## src/rtl/mc_ctrl.sv

```systemverilog
// mc_ctrl: multi-cycle control unit for a small MIPS-like datapath.
// Each instruction walks FETCH -> DECODE -> EXEC -> (MEM) -> (WB). All
// control outputs are decoded from the registered state and the latched
// instruction word. Every control is held low while reset is asserted.
// A retired-instruction counter advances on each PC update.

module mc_ctrl #(
    parameter int COUNT_W = 32
) (
    input  logic               clk,
    input  logic               reset,
    input  logic [31:0]        Instr,
    input  logic               dm_ready,
    output logic               PCWrite,
    output logic               IRWrite,
    output logic               RegDst,
    output logic               RegWrite,
    output logic               ALUSrc,
    output logic               MemWrite,
    output logic               MemToReg,
    output logic [1:0]         EXTOp,
    output logic [2:0]         ALUOp,
    output logic               if_beq,
    output logic               if_jal,
    output logic               if_jr,
    output logic [2:0]         state,
    output logic [COUNT_W-1:0] instr_count
);

    // Sequencer states. Codes 5-7 are unused and recover to FETCH.
    typedef enum logic [2:0] {
        S_FETCH  = 3'd0,
        S_DECODE = 3'd1,
        S_EXEC   = 3'd2,
        S_MEM    = 3'd3,
        S_WB     = 3'd4
    } state_t;

    // Decoded instruction class. Anything unsupported is a NOP.
    typedef enum logic [3:0] {
        C_NOP  = 4'd0,
        C_ADDU = 4'd1,
        C_SUBU = 4'd2,
        C_JR   = 4'd3,
        C_ORI  = 4'd4,
        C_LUI  = 4'd5,
        C_LW   = 4'd6,
        C_SW   = 4'd7,
        C_BEQ  = 4'd8,
        C_JAL  = 4'd9
    } instr_class_t;

    localparam logic [5:0] OP_RTYPE = 6'b000000;
    localparam logic [5:0] OP_ORI   = 6'b001101;
    localparam logic [5:0] OP_LUI   = 6'b001111;
    localparam logic [5:0] OP_LW    = 6'b100011;
    localparam logic [5:0] OP_SW    = 6'b101011;
    localparam logic [5:0] OP_BEQ   = 6'b000100;
    localparam logic [5:0] OP_JAL   = 6'b000011;

    localparam logic [5:0] FN_ADDU  = 6'b100001;
    localparam logic [5:0] FN_SUBU  = 6'b100011;
    localparam logic [5:0] FN_JR    = 6'b001000;

    localparam logic [2:0] ALU_ADD  = 3'b000;
    localparam logic [2:0] ALU_SUB  = 3'b001;
    localparam logic [2:0] ALU_OR   = 3'b010;

    localparam logic [1:0] EXT_ZERO = 2'b00;
    localparam logic [1:0] EXT_SIGN = 2'b01;
    localparam logic [1:0] EXT_LUI  = 2'b10;

    // Map an instruction word onto its class.
    function automatic instr_class_t decode_instr(input logic [31:0] instr);
        instr_class_t cls;
        cls = C_NOP;
        case (instr[31:26])
            OP_RTYPE: begin
                case (instr[5:0])
                    FN_ADDU: cls = C_ADDU;
                    FN_SUBU: cls = C_SUBU;
                    FN_JR:   cls = C_JR;
                    default: cls = C_NOP;
                endcase
            end
            OP_ORI:  cls = C_ORI;
            OP_LUI:  cls = C_LUI;
            OP_LW:   cls = C_LW;
            OP_SW:   cls = C_SW;
            OP_BEQ:  cls = C_BEQ;
            OP_JAL:  cls = C_JAL;
            default: cls = C_NOP;
        endcase
        return cls;
    endfunction

    state_t             r_state;
    state_t             w_next_state;
    logic [COUNT_W-1:0] r_count;
    instr_class_t       w_class;

    // Operand/ALU selection established in EXEC and held through MEM/WB.
    logic [2:0]         w_ex_alu_op;
    logic               w_ex_alu_src;
    logic [1:0]         w_ex_ext_op;

    // Ungated controls from the sequencer.
    logic               w_pc_write;
    logic               w_ir_write;
    logic               w_reg_dst;
    logic               w_reg_write;
    logic               w_alu_src;
    logic               w_mem_write;
    logic               w_mem_to_reg;
    logic [1:0]         w_ext_op;
    logic [2:0]         w_alu_op;
    logic               w_if_beq;
    logic               w_if_jal;
    logic               w_if_jr;

    // Register fields are consumed by the datapath, not by the controller.
    logic               w_unused_fields;

    assign w_class         = decode_instr(Instr);
    assign w_unused_fields = ^Instr[25:6];

    // Per-instruction ALU operation, B-operand source and immediate extension.
    always_comb begin
        w_ex_alu_op  = ALU_ADD;
        w_ex_alu_src = 1'b0;
        w_ex_ext_op  = EXT_ZERO;
        case (w_class)
            C_ADDU: begin
                w_ex_alu_op  = ALU_ADD;
            end
            C_SUBU: begin
                w_ex_alu_op  = ALU_SUB;
            end
            C_ORI: begin
                w_ex_alu_op  = ALU_OR;
                w_ex_alu_src = 1'b1;
                w_ex_ext_op  = EXT_ZERO;
            end
            C_LUI: begin
                w_ex_alu_op  = ALU_ADD;
                w_ex_alu_src = 1'b1;
                w_ex_ext_op  = EXT_LUI;
            end
            C_LW, C_SW: begin
                w_ex_alu_op  = ALU_ADD;
                w_ex_alu_src = 1'b1;
                w_ex_ext_op  = EXT_SIGN;
            end
            C_BEQ: begin
                w_ex_alu_op  = ALU_SUB;
                w_ex_ext_op  = EXT_SIGN;
            end
            default: begin
                w_ex_alu_op  = ALU_ADD;
                w_ex_alu_src = 1'b0;
                w_ex_ext_op  = EXT_ZERO;
            end
        endcase
    end

    // Next-state and per-state control decode.
    always_comb begin
        w_next_state = S_FETCH;
        w_pc_write   = 1'b0;
        w_ir_write   = 1'b0;
        w_reg_dst    = 1'b0;
        w_reg_write  = 1'b0;
        w_alu_src    = 1'b0;
        w_mem_write  = 1'b0;
        w_mem_to_reg = 1'b0;
        w_ext_op     = EXT_ZERO;
        w_alu_op     = ALU_ADD;
        w_if_beq     = 1'b0;
        w_if_jal     = 1'b0;
        w_if_jr      = 1'b0;
        case (r_state)
            S_FETCH: begin
                w_ir_write   = 1'b1;
                w_next_state = S_DECODE;
            end
            S_DECODE: begin
                // A NOP retires here by stepping the PC to PC+4.
                if (w_class == C_NOP) begin
                    w_pc_write   = 1'b1;
                    w_next_state = S_FETCH;
                end else begin
                    w_next_state = S_EXEC;
                end
            end
            S_EXEC: begin
                w_alu_op  = w_ex_alu_op;
                w_alu_src = w_ex_alu_src;
                w_ext_op  = w_ex_ext_op;
                case (w_class)
                    C_BEQ: begin
                        w_if_beq     = 1'b1;
                        w_pc_write   = 1'b1;
                        w_next_state = S_FETCH;
                    end
                    C_JR: begin
                        w_if_jr      = 1'b1;
                        w_pc_write   = 1'b1;
                        w_next_state = S_FETCH;
                    end
                    C_JAL: begin
                        w_if_jal     = 1'b1;
                        w_reg_write  = 1'b1;
                        w_pc_write   = 1'b1;
                        w_next_state = S_FETCH;
                    end
                    C_LW, C_SW: begin
                        w_next_state = S_MEM;
                    end
                    C_ADDU, C_SUBU, C_ORI, C_LUI: begin
                        w_next_state = S_WB;
                    end
                    default: begin
                        w_next_state = S_FETCH;
                    end
                endcase
            end
            S_MEM: begin
                w_alu_op  = w_ex_alu_op;
                w_alu_src = w_ex_alu_src;
                w_ext_op  = w_ex_ext_op;
                case (w_class)
                    C_SW: begin
                        // Store is held until memory acknowledges, then retires.
                        w_mem_write = 1'b1;
                        if (dm_ready) begin
                            w_pc_write   = 1'b1;
                            w_next_state = S_FETCH;
                        end else begin
                            w_next_state = S_MEM;
                        end
                    end
                    C_LW: begin
                        if (dm_ready) begin
                            w_next_state = S_WB;
                        end else begin
                            w_next_state = S_MEM;
                        end
                    end
                    default: begin
                        w_next_state = S_FETCH;
                    end
                endcase
            end
            S_WB: begin
                w_alu_op     = w_ex_alu_op;
                w_alu_src    = w_ex_alu_src;
                w_ext_op     = w_ex_ext_op;
                w_reg_write  = 1'b1;
                w_pc_write   = 1'b1;
                w_reg_dst    = (w_class == C_ADDU) || (w_class == C_SUBU);
                w_mem_to_reg = (w_class == C_LW);
                w_next_state = S_FETCH;
            end
            default: begin
                w_next_state = S_FETCH;
            end
        endcase
    end

    // Force every control low while reset is asserted, independent of the clock.
    always_comb begin
        PCWrite  = 1'b0;
        IRWrite  = 1'b0;
        RegDst   = 1'b0;
        RegWrite = 1'b0;
        ALUSrc   = 1'b0;
        MemWrite = 1'b0;
        MemToReg = 1'b0;
        EXTOp    = 2'b00;
        ALUOp    = 3'b000;
        if_beq   = 1'b0;
        if_jal   = 1'b0;
        if_jr    = 1'b0;
        if (reset) begin
            PCWrite  = w_pc_write;
            IRWrite  = w_ir_write;
            RegDst   = w_reg_dst;
            RegWrite = w_reg_write;
            ALUSrc   = w_alu_src;
            MemWrite = w_mem_write;
            MemToReg = w_mem_to_reg;
            EXTOp    = w_ext_op;
            ALUOp    = w_alu_op;
            if_beq   = w_if_beq;
            if_jal   = w_if_jal;
            if_jr    = w_if_jr;
        end else begin
            PCWrite  = 1'b0;
            IRWrite  = 1'b0;
        end
    end

    // State register; reset aborts any in-flight instruction back to FETCH.
    always_ff @(posedge clk or negedge reset) begin
        if (!reset) begin
            r_state <= S_FETCH;
        end else begin
            r_state <= w_next_state;
        end
    end

    // Retired-instruction counter, one step per PC update, wrapping naturally.
    always_ff @(posedge clk or negedge reset) begin
        if (!reset) begin
            r_count <= '0;
        end else if (PCWrite) begin
            r_count <= r_count + COUNT_W'(1);
        end else begin
            r_count <= r_count;
        end
    end

    assign state       = r_state;
    assign instr_count = r_count;

endmodule

```

## config.mk

```make
export PLATFORM = sky130hd
export DESIGN_NAME = mc_ctrl
export DESIGN_NICKNAME = d
export VERILOG_FILES = /design/src/rtl/mc_ctrl.sv
export SDC_FILE = /design/constraint.sdc
export NUM_CORES = 1
export LEC_CHECK = 0
export BUFFER_PORTS_ARGS = -buffer_cell sky130_fd_sc_hd__buf_4
export CORE_ASPECT_RATIO = 0.6
export CORE_MARGIN = 10
export CORE_UTILIZATION = 49
export CTS_CLUSTER_SIZE = 14
export DETAILED_ROUTE_END_ITERATION = 7
export MAX_ROUTING_LAYER = met4
export PLACE_DENSITY = 0.85
export REMOVE_ABC_BUFFERS = 1
export SETUP_SLACK_MARGIN = 0.15
export SKIP_CTS_REPAIR_TIMING = 1
export SLEW_MARGIN = 20
export SYNTH_ARGS = -nofsm -noshare
export SYNTH_HDL_FRONTEND = slang
export SYNTH_SLANG_ARGS = --single-unit
```

## constraint.sdc

```tcl
create_clock -name clk -period 2.9 [get_ports clk]
set_clock_uncertainty 0.1 [all_clocks]
set_input_delay 0.145 -clock clk [delete_from_list [all_inputs] [get_ports clk]]
set_output_delay 0.145 -clock clk [all_outputs]
set_load 0.005 [all_outputs]
```

==> results.cfg <==
[outcome]
result_of_the_run = completed

[logic_synthesis]
synth.cell_area_um2 = 2180
yosys_register_bits = 35
synth_top_family_by_area = simple AND/OR/NAND/NOR gates
yosys.area_share.adder = 0.00573
netlist.top_cell.by_area = sky130_fd_sc_hd__dfrtp_1
post_synth.cell_area_avg_um2 = 9.21
synth-simple-area-share = 0.323
fraction_of_synthesized_area_in_multiplexers = 0.00516
async_reset_ff_frac = 1.00
synthDominantCellAreaShare = 0.401
post_synthesis_xor_xnor_area_fraction = 0.136
yosys_most_used_dff = sky130_fd_sc_hd__dfrtp_1
synth_enable_flop_cells = 0
share_of_the_synthesized_area_in_compound_gates_ao_oa_aoi_oai = 0.0860
ys_top_cells_by_area = sky130_fd_sc_hd__dfrtp_1 (40%), sky130_fd_sc_hd__xor2_1 (10%), sky130_fd_sc_hd__nor3_1 (5.3%), sky130_fd_sc_hd__nand2_1 (4.3%), sky130_fd_sc_hd__nand3_1 (4.1%)
sequential_area_share_after_synthesis = 0.401
post_synth_num_cell_types = 47
yosys_warnings = 0
syn-instance-count = 237

[critical_path]
required_time_of_the_critical_path_ps = 2650
timing.critical_path.to_type = primary output
launching_element_type_of_the_critical_path = flop
highest_delay_cell_along_the_critical_path = sky130_fd_sc_hd__dfrtp_1
critical_path.n_buffers_inverters = 3
cp_cell_instances = nand2b_1, and3b_1, a32oi_1, o21ai_0, o311ai_4, buf_12, inv_1, buf_4
critPathArrivalTime_ps = 2300
path_max_fanout = 33
timing.critical_path.slowest_cell_delay_ps = 470
worst_path_dominant_cell_family = compound AO/OA/AOI/OAI gates
criticalPathCategory = flop to primary output

[timing]
timing.setup.tns_ps = 0
final.hold.worst_slack_ps = 89.0
setup_violations = 0
unrepaired_setup_endpoints_after_global_routing = no
timing.max_slew.rel_slack = 0.628
layout_worst_path_cycle_share = 0.878
report.final.slew_viol_count = 0
maxClockFrequency_mhz = 393
max_slew.worst_pin.slew_ps = 556
timing.final.crit_period_ps = 2550
final_hold_viol_count = 0

[clock_network]
ctsLongestPathBuffers = 2
cts_max_level = 2
cts_inserted_buffers = 5
cts.reportedPaths.clkPinSlew_ps = 70
cts-root-buf = sky130_fd_sc_hd__clkbuf_8
clk_latency_ps = 280
tritoncts = yes
numClockSinks = 35

[power_and_ir_drop]
power.clock.fraction = 0.248
netSwitchingFraction = 0.346
pwr-share-seq = 0.438
p_per_area_nw_per_um2 = 468
ir_drop_uv = 340
power_frac_comb = 0.314
p_switching_w = 0.000463
static_leakage_power_nw = 1.41
p_int_w = 0.000875

[layout]
final_design_area_no_fill_um2 = 2860
fillerInstances = 343
mostFrequentLayoutCell = sky130_fd_sc_hd__buf_4
layout-area-overhead-vs-synth_pct = 31.0
layout_common_cells = sky130_fd_sc_hd__buf_4 (71), sky130_fd_sc_hd__dfrtp_1 (35), sky130_fd_sc_hd__xor2_1 (26)
drive_gt1_frac = 0.304
antenna_cells = 0
number_of_nets_in_the_layout = 344
final_cell_count_no_fill = 369
core_occupancy_in_the_finished_layout = 0.679

[placement]
total_instance_count_after_detailed_placement = 360
detailedPlacementHpwl_um = 4730
place.gp.congestion = 0.962
place.port_buffers = 63
post_dp_cell_area_um2 = 2760

[grt]
antenna_found_initial = 0
first_global_vias = 1970
global_route_wire_length_before_repair_um = 10100
total_global_routing_overflow = 0
largest_net_degree_at_the_start_of_global_routing = 34
globalRouteTotalUtil = 0.163

[route]
via_per_inst = 5.51
detail-route-antenna-nets = 0
drc_violation_count_after_routing = 0
drt-pass1-iter-count = 4
wl_um = 6050
routedWlPerCell_um = 16.4
route.vias.total = 2034
initialDrtViolationCount = 166

[die]
floorplan.die.width_um = 106
io_pins = 85
die-area_um2 = 7610
floorplan.die.height_um = 71.7
core_area_um2 = 4210
core.rowCount = 18
floorplan.initialDensity = 0.518

[job]
max_cap_violations = 0

[worst_hold_path]
class_of_the_tightest_hold_or_removal_check = primary input to flop
-- flip-flops by register name (all words and copies together), names as in the netlist --
register,flops
state,3
instr_count,32
-- tightest hold or removal path, stage by stage --
cell and delay (ps):
sky130_fd_sc_hd__buf_4 100, sky130_fd_sc_hd__nand2b_1 100, sky130_fd_sc_hd__a221oi_1 70
-- layer usage --
metal,vias to the layer above,GRT usage,wire (µm),part of all wire
met5,-,-,0,0
met4,0,0.0359,56,0.0093
met3,4,0.0393,466,0.077
met2,77,0.246,2880,0.48
met1,980,0.217,2640,0.44
li1,973,-,-,-
-- synth_stat cells (all sizes together), types with 2 or more instances --
master / number
buf: 6
nand2: 25
nand4: 4
xor2: 26
or4: 2
nor2b: 3
nand2b: 5
nand3: 18
a31oi: 2
nand3b: 3
inv: 9
nor2: 17
a32oi: 2
nor4: 10
a21oi: 7
dfrtp: 35
and3: 3
nor3: 23
a211oi: 2
xnor2: 8
o21ai: 5
clkbuf: 3
nor3b: 2
-- stage by stage --
stage | total power (W) | setup slack, ps
final | 0.00134 | 354
after floorplan | 0.000806 | 52.9
after detailed placement | 0.00101 | 138
after CTS | 0.00134 | 95.9
after global routing | 0.00142 | 181
after global placement | 0.000998 | 292
-- area by class of cell --
class                           count  area (µm²)  share of cell area
Multi-Input combinational cell    184        1230               0.430
Sequential cell                    35         876               0.306
Timing Repair Buffer               73         563               0.197
Clock buffer                        7        76.3              0.0267
Tap cell                           60        75.1              0.0263
Inverter                            9        33.8              0.0118
Clock inverter                      1        5.00             0.00175
-- power by group through the flow --
stage               combinational [W]  clock (W)  sequential, W
detailed placement           0.000418          0       0.000594
floorplan                    0.000218          0       0.000588
global placement             0.000407          0       0.000590
CTS                          0.000421   0.000335       0.000586
finish                       0.000420   0.000332       0.000586
global route                 0.000464   0.000362       0.000595
-- worst paths after layout --
check	startpoint	end	slack (ps)	cells past startpoint
worst min-delay path	dm_ready	state[0]$_DFF_PN0_	90	3
min in group asynchronous	reset	instr_count[28]$_DFFE_PN0P_	180	2
worst max-delay path	state[1]$_DFF_PN0_	PCWrite	350	8
worst min register to register	instr_count[21]$_DFFE_PN0P_	instr_count[21]$_DFFE_PN0P_	390	1
max in group asynchronous	reset	instr_count[3]$_DFFE_PN0P_	1960	3
worst max register to register	instr_count[3]$_DFFE_PN0P_	instr_count[29]$_DFFE_PN0P_	380	7
-- cell families (layout without fill, tap and decap cells) --
family / Yosys count / count (layout)
multiplexers: 1 / 1
XOR/XNOR: 34 / 34
other: 1 / 1
AO/OA/AOI/OAI: 24 / 24
flip-flops: 35 / 35
AND/OR/NAND/NOR: 123 / 123
buffers and inverters: 18 / 90
adder cells (fa/ha/maj): 1 / 1
Note: power is estimated with default switching activity, not from simulation.
